`src/rtl/mems_write_arbiter.sv`:
```
// Round-robin arbiter that funnels NUM_CH microphone sample streams into one
// Avalon-MM write master, with one ring-buffer region and write pointer per channel.
`default_nettype none

module mems_write_arbiter #(
  parameter int          NUM_CH    = 4,
  parameter int          DATA_W    = 8,
  parameter int          BUF_DEPTH = 4096,
  parameter logic [31:0] BASE_ADDR = 32'd0
) (
  input  logic                     clock,
  input  logic                     reset,
  input  logic                     enable,
  input  logic                     ptr_clear,
  input  logic [NUM_CH*DATA_W-1:0] ch_data,
  input  logic [NUM_CH-1:0]        ch_valid,
  output logic [NUM_CH-1:0]        ch_ready,
  output logic [31:0]              address,
  output logic                     write,
  output logic [DATA_W-1:0]        write_data,
  input  logic                     waitrequest,
  output logic [NUM_CH-1:0]        wrap_pulse
);

  localparam int PTR_W = (BUF_DEPTH > 1) ? $clog2(BUF_DEPTH) : 1;
  localparam int GNT_W = $clog2(NUM_CH);

  typedef enum logic [0:0] {
    IDLE  = 1'b0,
    WRITE = 1'b1
  } state_t;

  state_t                  state_q, state_d;
  logic                    write_q, write_d;
  logic [31:0]             addr_q, addr_d;
  logic [DATA_W-1:0]       data_q, data_d;
  logic [NUM_CH-1:0]       wrap_q, wrap_d;
  logic [GNT_W-1:0]        last_q, last_d;
  logic [GNT_W-1:0]        gnt_q, gnt_d;
  logic [PTR_W-1:0]        ptr_q [NUM_CH];
  logic [PTR_W-1:0]        ptr_d [NUM_CH];

  logic                    pick_found;
  logic [GNT_W-1:0]        pick_idx;
  logic [GNT_W:0]          cand;
  logic [DATA_W-1:0]       sel_data;
  logic [PTR_W-1:0]        sel_ptr;

  // Circular search starting one past the last served channel; the extra bit in
  // cand holds last+k before it is folded back into 0..NUM_CH-1.
  always_comb begin
    pick_found = 1'b0;
    pick_idx   = '0;
    cand       = '0;
    for (int k = 1; k <= NUM_CH; k++) begin
      cand = {1'b0, last_q} + (GNT_W+1)'(k);
      if (cand >= (GNT_W+1)'(NUM_CH)) begin
        cand = cand - (GNT_W+1)'(NUM_CH);
      end
      if (!pick_found && ch_valid[cand[GNT_W-1:0]]) begin
        pick_found = 1'b1;
        pick_idx   = cand[GNT_W-1:0];
      end
    end
  end

  always_comb begin
    sel_data = '0;
    sel_ptr  = '0;
    for (int g = 0; g < NUM_CH; g++) begin
      if (pick_idx == GNT_W'(g)) begin
        sel_data = ch_data[g*DATA_W +: DATA_W];
        sel_ptr  = ptr_q[g];
      end
    end
  end

  always_comb begin
    state_d  = state_q;
    write_d  = write_q;
    addr_d   = addr_q;
    data_d   = data_q;
    wrap_d   = '0;
    last_d   = last_q;
    gnt_d    = gnt_q;
    ptr_d    = ptr_q;
    ch_ready = '0;

    case (state_q)
      IDLE: begin
        if (enable && pick_found) begin
          for (int g = 0; g < NUM_CH; g++) begin
            ch_ready[g] = (pick_idx == GNT_W'(g));
          end
          write_d = 1'b1;
          data_d  = sel_data;
          addr_d  = BASE_ADDR + 32'(pick_idx) * 32'(BUF_DEPTH) + 32'(sel_ptr);
          gnt_d   = pick_idx;
          state_d = WRITE;
        end
      end
      WRITE: begin
        if (!waitrequest) begin
          write_d = 1'b0;
          last_d  = gnt_q;
          state_d = IDLE;
          for (int g = 0; g < NUM_CH; g++) begin
            if (gnt_q == GNT_W'(g)) begin
              if (ptr_q[g] == PTR_W'(BUF_DEPTH - 1)) begin
                ptr_d[g]  = '0;
                wrap_d[g] = 1'b1;
              end else begin
                ptr_d[g]  = ptr_q[g] + 1'b1;
              end
            end
          end
        end
      end
      default: state_d = IDLE;
    endcase

    // Clearing wins over the increment; an address already latched is kept.
    if (ptr_clear) begin
      for (int g = 0; g < NUM_CH; g++) begin
        ptr_d[g] = '0;
      end
    end
  end

  always_ff @(posedge clock) begin
    if (reset) begin
      state_q <= IDLE;
      write_q <= 1'b0;
      addr_q  <= '0;
      data_q  <= '0;
      wrap_q  <= '0;
      last_q  <= GNT_W'(NUM_CH - 1);
      gnt_q   <= '0;
      for (int g = 0; g < NUM_CH; g++) begin
        ptr_q[g] <= '0;
      end
    end else begin
      state_q <= state_d;
      write_q <= write_d;
      addr_q  <= addr_d;
      data_q  <= data_d;
      wrap_q  <= wrap_d;
      last_q  <= last_d;
      gnt_q   <= gnt_d;
      for (int g = 0; g < NUM_CH; g++) begin
        ptr_q[g] <= ptr_d[g];
      end
    end
  end

  assign address    = addr_q;
  assign write      = write_q;
  assign write_data = data_q;
  assign wrap_pulse = wrap_q;

endmodule

`default_nettype wire

```
`config.mk`:
```
export PLATFORM = sky130hd
export DESIGN_NAME = mems_write_arbiter
export DESIGN_NICKNAME = d
export VERILOG_FILES = /design/src/rtl/mems_write_arbiter.sv
export SDC_FILE = /design/constraint.sdc
export NUM_CORES = 1
export LEC_CHECK = 0
export ABC_AREA = 1
export CAP_MARGIN = 30
export CORE_UTILIZATION = 51
export DETAILED_ROUTE_END_ITERATION = 6
export PLACE_DENSITY = 0.84
export SYNTH_ARGS = -nofsm -noshare
export SYNTH_HDL_FRONTEND = slang
export SYNTH_SLANG_ARGS = --single-unit
```
`constraint.sdc`:
```
create_clock -name clock -period 2.1 [get_ports clock]
set_clock_uncertainty 0.1 [all_clocks]
set_input_delay 0.21 -clock clock [delete_from_list [all_inputs] [get_ports clock]]
set_output_delay 0.21 -clock clock [all_outputs]
set_load 0.03 [all_outputs]
```
==> results of run 1 <==
[tightest hold or removal path, cell delays in order, from the launching register on]
cell and delay, ns:
dfxtp_1 0.32, inv_1 0.06, a21oi_1 0.07
[worst paths after layout]
check,startpoint,slack (ns),to,depth (start not counted)
worst max-delay path,last_q[0],-0.31,ch_ready[1],12
worst min-delay path,write,0.40,write,2
worst max register to register,last_q[0],-0.21,address[9],17
worst min register to register,write,0.40,write,2
[timing repair]
| item | CTS | global route |
|---|---|---|
| pin swaps | 18 | 19 |
| resized for setup | 38 | 72 |
| cloned | 0 | 2 |
| hold buffers | 0 | 0 |
| setup buffers | 10 | 7 |
| setup endpoints to repair | 25 | 40 |
[power by group]
group          total (mW)  internal (mW)  switching, mW  leakage (nW)
registers            1.59           1.54         0.0549         0.633
clock network        1.38          0.788          0.591         0.112
logic                1.51          0.625          0.887          1.73
total                4.48           2.95           1.53          2.48
[sequential cells by signal (all words and copies together) (netlist names)]
signal / count
write: 1
last_q: 2
address: 13
state_q: 1
ptr_q: 48
write_data: 8
wrap_pulse: 4
gnt_q: 1
[per-stage QoR]
stage	power (mW)	std cells	setup TNS, ns
floorplan	2.353	650	-0.04182
global route	4.624	874	-5.887
finish	4.484	874	-3.530
detailed placement	2.751	839	-7.687
CTS	4.212	865	-0.6274
global placement	2.724	839	-4.931
[kinds of logic (layout without fill, tap and decap cells)]
| kind of cell | Yosys count | in the layout |
|---|---|---|
| compound gates | 89 | 89 |
| xor+xnor | 11 | 11 |
| fa+ha+maj | 4 | 4 |
| buf+inv | 104 | 226 |
| flops | 78 | 78 |
| other cells | 1 | 18 |
| simple gates | 346 | 346 |
[metal layers]
layer,GRT usage,vias up,share of wire
li1,-,2292,-
met1,0.3631,2287,0.38
met2,0.5141,331,0.48
met3,0.06341,99,0.088
met4,0.1359,0,0.052
met5,0,-,0
[final cells by class]
type / count / area (um^2) / share of cell area
tap: 102 / 127.6 / 0.02101
clock buffer: 10 / 127.6 / 0.02101
multi-input combinational: 468 / 2504 / 0.4122
clock inverter: 6 / 110.1 / 0.01813
timing repair buffer: 137 / 1338 / 0.2202
sequential: 78 / 1569 / 0.2583
inverter: 73 / 299.0 / 0.04923
[placed cells by master, fill, tap and decap left out, types with 3 or more instances in the layout]
cell / n
a211oi_1: 7
a21oi_1: 36
a21oi_2: 3
a31oi_1: 3
buf_12: 4
buf_4: 50
buf_6: 13
bufinv_16: 3
clkbuf_8: 9
clkdlybuf4s50_1: 67
conb_1: 18
dfxtp_1: 76
ha_1: 4
inv_1: 62
inv_2: 4
inv_4: 4
inv_6: 3
nand2_1: 134
nand2_2: 20
nand2_4: 10
nand3_1: 45
nand3_2: 4
nand3b_1: 3
nand4_1: 10
nor2_1: 66
nor2_2: 9
nor2_4: 7
nor3_1: 15
nor3b_1: 9
nor4_1: 4
o211ai_1: 3
o21ai_0: 19
o21ai_1: 9
o21ai_2: 6
xnor2_1: 3
xor2_1: 8
==> results.tsv, run 1 <==
stage	metric	value	unit
outcome	outcome	finished with violations	
outcome	violations	negative setup slack	
routing	vias_per_cell	5.731	
hold_path	hold_class	reg -> reg	
setup_path	slowest_delay	0.41	ns
sta	rsz0062_at_grt	yes	
layout	drive_gt1_frac	0.2163	
sta	setup_ws	-0.3117	ns
layout	utilization	0.7701	
power_and_ir_drop	vdd_ir_drop_max	0.3939	mV
setup_path	worst_ep_required_time	1.79	ns
routing	drt_iter0_drc	584	
place	pre_cts_slack	-0.2671	ns
sta	drv_slew	0	
setup_path	critical_path_class	reg -> out	
yosys	synth_top_family_by_area	simple AND/OR/NAND/NOR gates	
yosys	synth_top_area_share	0.3672	
layout	area_delta_synth_final	42.84	%
layout	fillers	514	
global_route	overflow	0	
cts	htree_levels	3	
routing	drc	0	
layout	fin_nets	812	
floorplan	core	7888	um^2
floorplan	die_w	93.32	um
setup_path	path_cells	inv_6 -> nand2_2 -> nand2_2 -> nand2_4 -> nand2_4 -> nor2_4 -> nand4_1 -> nand2_4 -> buf_6 -> nand2_4 -> nor2_4 -> buf_6	
sta	slew_headroom	0.4480	
setup_path	critPathBufInv	3	
yosys	async_reset_ff_frac	0	
sta	timing.fmax	0.4147	GHz
yosys	synth.avg_cell_area	6.719	um^2
cts	insertion_delay	0.38	ns
yosys	synth_xor_area_frac	0.02265	
yosys	ys_types	37	
yosys	synth-seq-cells	78	
place	gp_congestion	0.9025	
floorplan	dieHeight	93.32	um
place	hpwl	8.946	mm
yosys	syn-cell-area	4253	um^2
yosys	synth_mux_area_frac	0	
setup_path	cpMostUsedCell	nand2_4	
floorplan	start_util	0.5392	
sta	fin_crit	2.412	ns
setup_path	crit_fanout	7	
routing	vias	5009	
yosys	synth_area_leaders	dfxtp_1 37%, nand2_1 14%, nor2_1 6.7%	
sta	fin_crit_sh	1.148	
global_route	grt_usage	0.3015	
yosys	synth_cells	633	
layout	fin_area	6075	um^2
yosys	synth_top_area_cell	dfxtp_1	
power_and_ir_drop	powerDensity	738.1	nW/um^2
place	port_buffers	71	
yosys	yosys_warnings	0	
routing	drt_first_pass_iters	6	
cts	clock_sink_count	78	
routing	drt.antenna.violating_nets	0	
floorplan	die-area	8708	um^2
floorplan	rows	32	
yosys	synthTopCellsByCount	157 x nand2_1, 78 x dfxtp_1, 76 x nor2_1	
yosys	synth_compound_gate_area_share	0.1133	
setup_path	worstPathArrival	2.10	ns
sta	tightestPinTransition	0.8271	ns
cts	clockRootBuffer	clkbuf_8	
job	max_cap_violations	0	
routing	drt-total-wl	15.17	mm
sta	finalSetupViolations	27	
cts	tritoncts	yes	
global_route	grt_max_degree	23	
setup_path	crit_path_start_kind	register	
setup_path	path_delay_family	simple AND/OR/NAND/NOR gates	
yosys	synth_edf_count	0	
cts	cts_buffers	9	
floorplan	io_pins	90	
place	placed_cell_area	5328	um^2
setup_path	slowest_stage	dfxtp_4	
sta	timing.hold.ws	0.3961	ns
global_route	antenna_found_initial	0	
routing	post_drt_wl_per_cell	17.36	um
cts	path_clk_slew	0.09	ns
global_route	grt_pass1_vias	4405	
global_route	grt_pass1_wl	20.49	mm
yosys	synth-adder-area-share	0.01177	
power_and_ir_drop	p_leak	2.480	nW
sta	hold_viol	0	
cts	cts_buffer_depth	2	
yosys	synth.most_common_cell	nand2_1	
setup_path	endpoint_kind	primary output	
yosys	yosys.area_share.simple	0.3675	
layout	antennaDiodeCount	0	
yosys	yosysSeqAreaShare	0.3672	
yosys	ys.flop_type	dfxtp_1	
Power figures use the tool's default switching activity.
==> run 2, diff against run 1 <==
--- a/config.mk
+++ b/config.mk
@@ -7,9 +7,11 @@
 export LEC_CHECK = 0
 export ABC_AREA = 1
 export CAP_MARGIN = 30
+export CORE_ASPECT_RATIO = 0.6
 export CORE_UTILIZATION = 51
 export DETAILED_ROUTE_END_ITERATION = 6
 export PLACE_DENSITY = 0.84
 export SYNTH_ARGS = -nofsm -noshare
 export SYNTH_HDL_FRONTEND = slang
 export SYNTH_SLANG_ARGS = --single-unit
+export TNS_END_PERCENT = 30
==> results.tsv, run 2 (synthesis gave the netlist of run 1 again) <==
stage	metric	value	unit
setup_path	crit_path_end	ch_ready[3]	
layout	fin_nets	814	
power_and_ir_drop	combPwrFrac	0.328	
cts	insertion_delay	0.35	ns
sta	timing.fmax	0.4147	GHz
sta	setup_ws	-0.3116	ns
job	max_cap_violations	0	
power_and_ir_drop	vdd_ir_drop_max	0.5261	mV
power_and_ir_drop	finalPower	4.648	mW
floorplan	io_pins	90	
place	placed_cell_area	5350	um^2
power_and_ir_drop	p_sw	1.596	mW
layout	area_delta_synth_final	45.40	%
setup_path	r2r_slack	-0.28	ns
setup_path	cp-startpoint	last_q[0]	
power_and_ir_drop	powerDensity	751.7	nW/um^2
layout	layout_common_cells	129 x nand2_1, 76 x dfxtp_1, 67 x clkdlybuf4s50_1	
routing	drt_iter0_drc	837	
sta	hold_viol	0	
global_route	grt_pass1_vias	4423	
setup_path	r2r_cells	16	
sta	drv_slew	0	
floorplan	core	7976	um^2
cts	clockRootBuffer	clkbuf_16	
global_route	grt_pass1_wl	21.60	mm
routing	vias_per_cell	5.803	
layout	largest_reg_flops	48	
cts	cts_buffer_depth	2	
setup_path	slowest_delay	0.39	ns
sta	slew_headroom	0.4493	
floorplan	die_w	119.9	um
layout	mostFrequentLayoutCell	nand2_1	
setup_path	worstPathArrival	2.10	ns
global_route	overflow	0	
place	dp_cells	849	
routing	drt-total-wl	15.72	mm
routing	routed-wl-met3	1.515	mm
routing	wl_met2	7.245	mm
place	gp_congestion	0.9131	
layout	antennaDiodeCount	0	
routing	routed.top_layer	met4	
power_and_ir_drop	power_frac_clock	0.330	
floorplan	start_util	0.5332	
global_route	grt_max_degree	23	
power_and_ir_drop	sw_frac_of_total	0.3434	
power_and_ir_drop	seq_power_share	0.342	
setup_path	crit_path_start_kind	register	
setup_path	slowest_stage	dfxtp_4	
global_route	grt_usage	0.3242	
routing	drt_first_pass_iters	6	
layout	final_cells	882	
place	port_buffers	71	
sta	tightestPinTransition	0.8252	ns
cts	tritoncts	yes	
layout	fin_area	6183	um^2
routing	vias	5118	
layout	drive_gt1_frac	0.2261	
floorplan	rows	25	
sta	fin_crit_sh	1.148	
setup_path	reg2reg_from	last_q[0]	
setup_path	path_cells	buf_8 -> nand2_4 -> nand2_4 -> buf_6 -> buf_4 -> nand4_1 -> nand3_4 -> nand2_8 -> nor2_4 -> inv_2 -> nor2_2 -> buf_6	
setup_path	crit_fanout	8	
floorplan	dieHeight	72.74	um
setup_path	critPathBufInv	5	
cts	htree_levels	3	
setup_path	worst_ep_required_time	1.79	ns
sta	fin_crit	2.412	ns
routing	post_drt_wl_per_cell	17.83	um
sta	timing.hold.ws	0.3704	ns
hold_path	hold_class	reg -> reg	
sta	finalSetupViolations	25	
sta	rsz0062_at_grt	yes	
cts	clock_sink_count	78	
routing	drc	0	
setup_path	cp_num_cells	12	
layout	utilization	0.7752	
floorplan	die-area	8720	um^2
global_route	antenna_found_initial	0	
cts	cts_buffers	9	
outcome	outcome	finished with violations	
setup_path	critical_path_class	reg -> out	
power_and_ir_drop	p_leak	2.558	nW
layout	regMostFlops	ptr_q	
cts	path_clk_slew	0.06	ns
setup_path	r2r_end	write_data[1]	
routing	wl_met1	6.342	mm
power_and_ir_drop	intPower	3.052	mW
routing	drt.antenna.violating_nets	0	
layout	fillers	531	
setup_path	endpoint_kind	primary output	
place	hpwl	9.702	mm
outcome	violations	negative setup slack	
setup_path	path_delay_family	simple AND/OR/NAND/NOR gates	
hold_path	min_delay_path_depth	2	
[run 2: cell types whose count changed in the layout (fill, tap and decap cells not counted), sizes merged]
cell,delta
clkinv,+2
buf,+3
clkinvlp,-1
bufinv,-3
clkbuf,+1
[run 2: repair_timing]
| item | CTS | global route |
|---|---|---|
| buffers inserted | 11 | 5 |
| gates resized for setup | 39 | 73 |
| cloned | 0 | 1 |
| endpoints found under the setup margin | 11 | 42 |
| hold buffers | 0 | 0 |
| pin swaps | 14 | 20 |
[run 2: layout make-up]
class / instances / area [um^2] / share of cell area
repair buffers: 139 / 1306 / 0.2113
well taps: 108 / 135.1 / 0.02185
clock buffers: 12 / 266.5 / 0.04310
multi-input cells: 468 / 2582 / 0.4176
flip-flops and latches: 78 / 1569 / 0.2537
clock inverters: 4 / 30.03 / 0.004856
inverters: 73 / 294.0 / 0.04755
[run 2: power by group through the flow]
stage | Sequential, mW | Combinational, mW | Clock (mW)
CTS | 1.59 | 1.28 | 1.54
floorplan | 1.71 | 0.636 | 0
detailed placement | 1.61 | 1.14 | 0
finish | 1.59 | 1.52 | 1.53
global route | 1.59 | 1.59 | 1.60
global placement | 1.61 | 1.12 | 0
[run 2: how the worst min path moves through the flow]
stage	from	endpoint	slack (ns)
floorplan	reset	address[13]	0.18
global placement	write	write	0.34
detailed placement	write	write	0.36
CTS	write	write	0.37
global route	write	write	0.38
finish	write_data[6]	write_data[6]	0.37
[run 2: per-stage QoR]
step	worst slack (ns)	setup TNS, ns
after floorplan	-0.02584	-0.06766
after global placement	-0.1785	-5.005
after detailed placement	-0.2707	-8.615
after CTS	-0.1667	-1.008
after global routing	-0.3622	-7.546
final	-0.3116	-5.286
[run 2: worst register-to-register path: cells and delay by family (launching register included)]
family / cells / cell delay (ns)
simple gates: 13 / 1.34
buf+inv: 3 / 0.45
flops: 1 / 0.37
[run 2: layer usage]
layer  GRT usage  vias to the layer above
met5           0                        -
met4      0.1458                        0
met3     0.07969                       73
met2      0.4984                      344
met1      0.4346                     2413
li1            -                     2288
==> run 3, diff against run 2 <==
--- a/config.mk
+++ b/config.mk
@@ -5,12 +5,12 @@
 export SDC_FILE = /design/constraint.sdc
 export NUM_CORES = 1
 export LEC_CHECK = 0
-export ABC_AREA = 1
+export ABC_AREA = 0
 export CAP_MARGIN = 30
 export CORE_ASPECT_RATIO = 0.6
 export CORE_UTILIZATION = 51
 export DETAILED_ROUTE_END_ITERATION = 6
-export PLACE_DENSITY = 0.84
+export PLACE_DENSITY = 0.85
 export SYNTH_ARGS = -nofsm -noshare
 export SYNTH_HDL_FRONTEND = slang
 export SYNTH_SLANG_ARGS = --single-unit
==> results.tsv, run 3 <==
stage	metric	value	unit
yosys	synthTopCellsByCount	78 x dfxtp_1, 71 x nor2_1, 39 x nand2_1	
setup_path	cp-startpoint	last_q[0]	
layout	antennaDiodeCount	0	
routing	post_drt_wl_per_cell	19.20	um
place	gp_congestion	0.9280	
hold_path	hold_class	reg -> reg	
yosys	yosys_warnings	0	
global_route	grt_usage	0.3208	
setup_path	slowest_delay	0.36	ns
setup_path	cpMostUsedCell	buf_6	
routing	drt_iter0_drc	383	
sta	timing.fmax	0.4798	GHz
setup_path	slowest_stage	dfxtp_4	
yosys	syn-cell-area	4025	um^2
floorplan	die-area	8263	um^2
power_and_ir_drop	powerDensity	697.4	nW/um^2
yosys	synth.avg_cell_area	8.582	um^2
yosys	synth_area_leaders	dfxtp_1 39%, nor2_1 6.6%, xor2_1 5.0%	
yosys	synth.most_common_cell	dfxtp_1	
cts	path_clk_slew	0.05	ns
layout	fillers	515	
yosys	synth_cells	469	
layout	largest_reg_flops	48	
sta	setup_tns	0	ns
cts	tritoncts	yes	
cts	insertion_delay	0.34	ns
place	hpwl	9.340	mm
yosys	ys.flop_type	dfxtp_1	
yosys	synth_top_area_cell	dfxtp_1	
floorplan	core	7447	um^2
layout	drive_gt1_frac	0.1959	
setup_path	crit_path_start_kind	register	
power_and_ir_drop	finalPower	3.914	mW
cts	cts_buffer_depth	2	
floorplan	start_util	0.5405	
outcome	outcome	finished with violations	
floorplan	rows	24	
routing	drc	21	
global_route	grt_pass1_vias	3820	
routing	drt.antenna.violating_nets	0	
outcome	violations	design-rule violations	
setup_path	critPathBufInv	3	
global_route	antenna_found_initial	0	
floorplan	dieHeight	70.82	um
layout	final_cells	696	
job	max_cap_violations	0	
yosys	synth_edf_count	0	
global_route	overflow	0	
floorplan	io_pins	90	
routing	vias_per_cell	5.894	
setup_path	reg2reg_from	last_q[0]	
sta	drv_slew	0	
sta	finalSetupViolations	0	
setup_path	endpoint_kind	primary output	
sta	rsz0062_at_grt	yes	
hold_path	min_from	write_data[5]	
global_route	grt_max_degree	22	
cts	clock_sink_count	78	
setup_path	crit_fanout	7	
place	port_buffers	71	
yosys	synth_top_area_share	0.3879	
sta	fin_crit_sh	0.9925	
setup_path	critical_path_class	reg -> out	
sta	hold_viol	0	
setup_path	worstPathArrival	1.77	ns
setup_path	path_cells	nand2b_4 -> buf_6 -> a311oi_2 -> buf_6 -> nand2_8 -> nor2_4 -> buf_6	
sta	fin_crit	2.084	ns
routing	drt_first_pass_iters	7	
layout	layout_common_cells	76 x dfxtp_1, 67 x nor2_1, 63 x clkdlybuf4s50_1	
cts	clockRootBuffer	clkbuf_16	
power_and_ir_drop	vdd_ir_drop_max	0.5190	mV
floorplan	die_w	116.7	um
layout	fin_nets	632	
power_and_ir_drop	p_leak	2.118	nW
layout	regMostFlops	ptr_q	
setup_path	worst_ep_required_time	1.79	ns
place	dp_cells	674	
routing	drt-total-wl	13.36	mm
yosys	yosysSeqAreaShare	0.3879	
cts	htree_levels	3	
layout	area_delta_synth_final	39.45	%
yosys	synth-seq-cells	78	
global_route	grt_pass1_wl	19.66	mm
layout	mostFrequentLayoutCell	dfxtp_1	
setup_path	path_delay_family	buffers and inverters	
routing	vias	4102	
layout	utilization	0.7537	
cts	cts_buffers	9	
yosys	ys_types	49	
yosys	async_reset_ff_frac	0	
-- run 3: cell count changes after synthesis, moves of 9 or more --
| cell | delta |
|---|---|
| a222oi_1 | +9 |
| a21oi_1 | -24 |
| xnor2_1 | +11 |
| nand2_1 | -118 |
| inv_1 | -57 |
| xor2_1 | +15 |
| nand3_1 | -34 |
| mux2_2 | +10 |
| o21ai_0 | -13 |
| mux2i_1 | +9 |
-- run 3: worst paths after layout --
path / endpoint / slack, ns / cells after the start
max: ch_ready[3] / 0.02 / 7
min: write_data[5] / 0.36 / 2
max reg2reg: address[1] / 0.04 / 8
min reg2reg: write_data[5] / 0.36 / 2
-- run 3: what timing repair did --
action,CTS,global route
setup buffers,6,0
pin swaps,4,8
hold buffers,0,0
resized for setup,10,25
gates cloned,0,0
setup endpoints to repair,6,17
-- run 3: power by group --
part | internal [mW] | switching (mW)
logic | 0.324 | 0.395
registers | 1.52 | 0.0269
clock network | 1.02 | 0.631
total | 2.86 | 1.05
-- run 3: cell families after synthesis --
kind of cell	Yosys count	synth area share
xor gates and xnor gates	37	0.08051
and+or+nand+nor	197	0.2400
adders and majority gates	4	0.01243
DFF	78	0.3879
AOI/OAI and AO/OA	81	0.1383
other	1	0.0009317
muxes	26	0.07647
buffers and inverters	45	0.06341
-- run 3: final cells by class --
| class | count | area (um^2) | area share |
|---|---|---|---|
| Multi-Input combinational cell | 363 | 2366 | 0.4215 |
| Sequential cell | 78 | 1567 | 0.2791 |
| Timing Repair Buffer | 127 | 1200 | 0.2138 |
| Clock buffer | 12 | 266.5 | 0.04748 |
| Tap cell | 104 | 130.1 | 0.02318 |
| Clock inverter | 4 | 53.80 | 0.009585 |
| Inverter | 8 | 30.03 | 0.005350 |
-- run 3: worst min-delay path, delay by kind of cell (launching register included) --
family	cells	cell delay [ns]
AND/OR/NAND/NOR	1	0.05
flip-flops	1	0.33
AO/OA/AOI/OAI	1	0.06
-- run 3: metrics by stage --
step / setup slack [ns] / hold WS (ns) / cell area [um^2]
after global routing: -0.03470 / 0.4042 / 5613
final: 0.01584 / 0.3618 / 5613
after global placement: -0.2854 / 0.3401 / 5131
after floorplan: 0.05782 / 0.2577 / 4094
after detailed placement: -0.3438 / 0.3515 / 5131
after CTS: 0.009799 / 0.3641 / 5517
-- run 3: metal layers --
layer,GRT usage,wire length [um],up-vias
li1,-,-,1873
met1,0.4746,5800,1970
met2,0.4444,5911,229
met3,0.08655,1454,30
met4,0.1111,194,0
met5,0,0,-
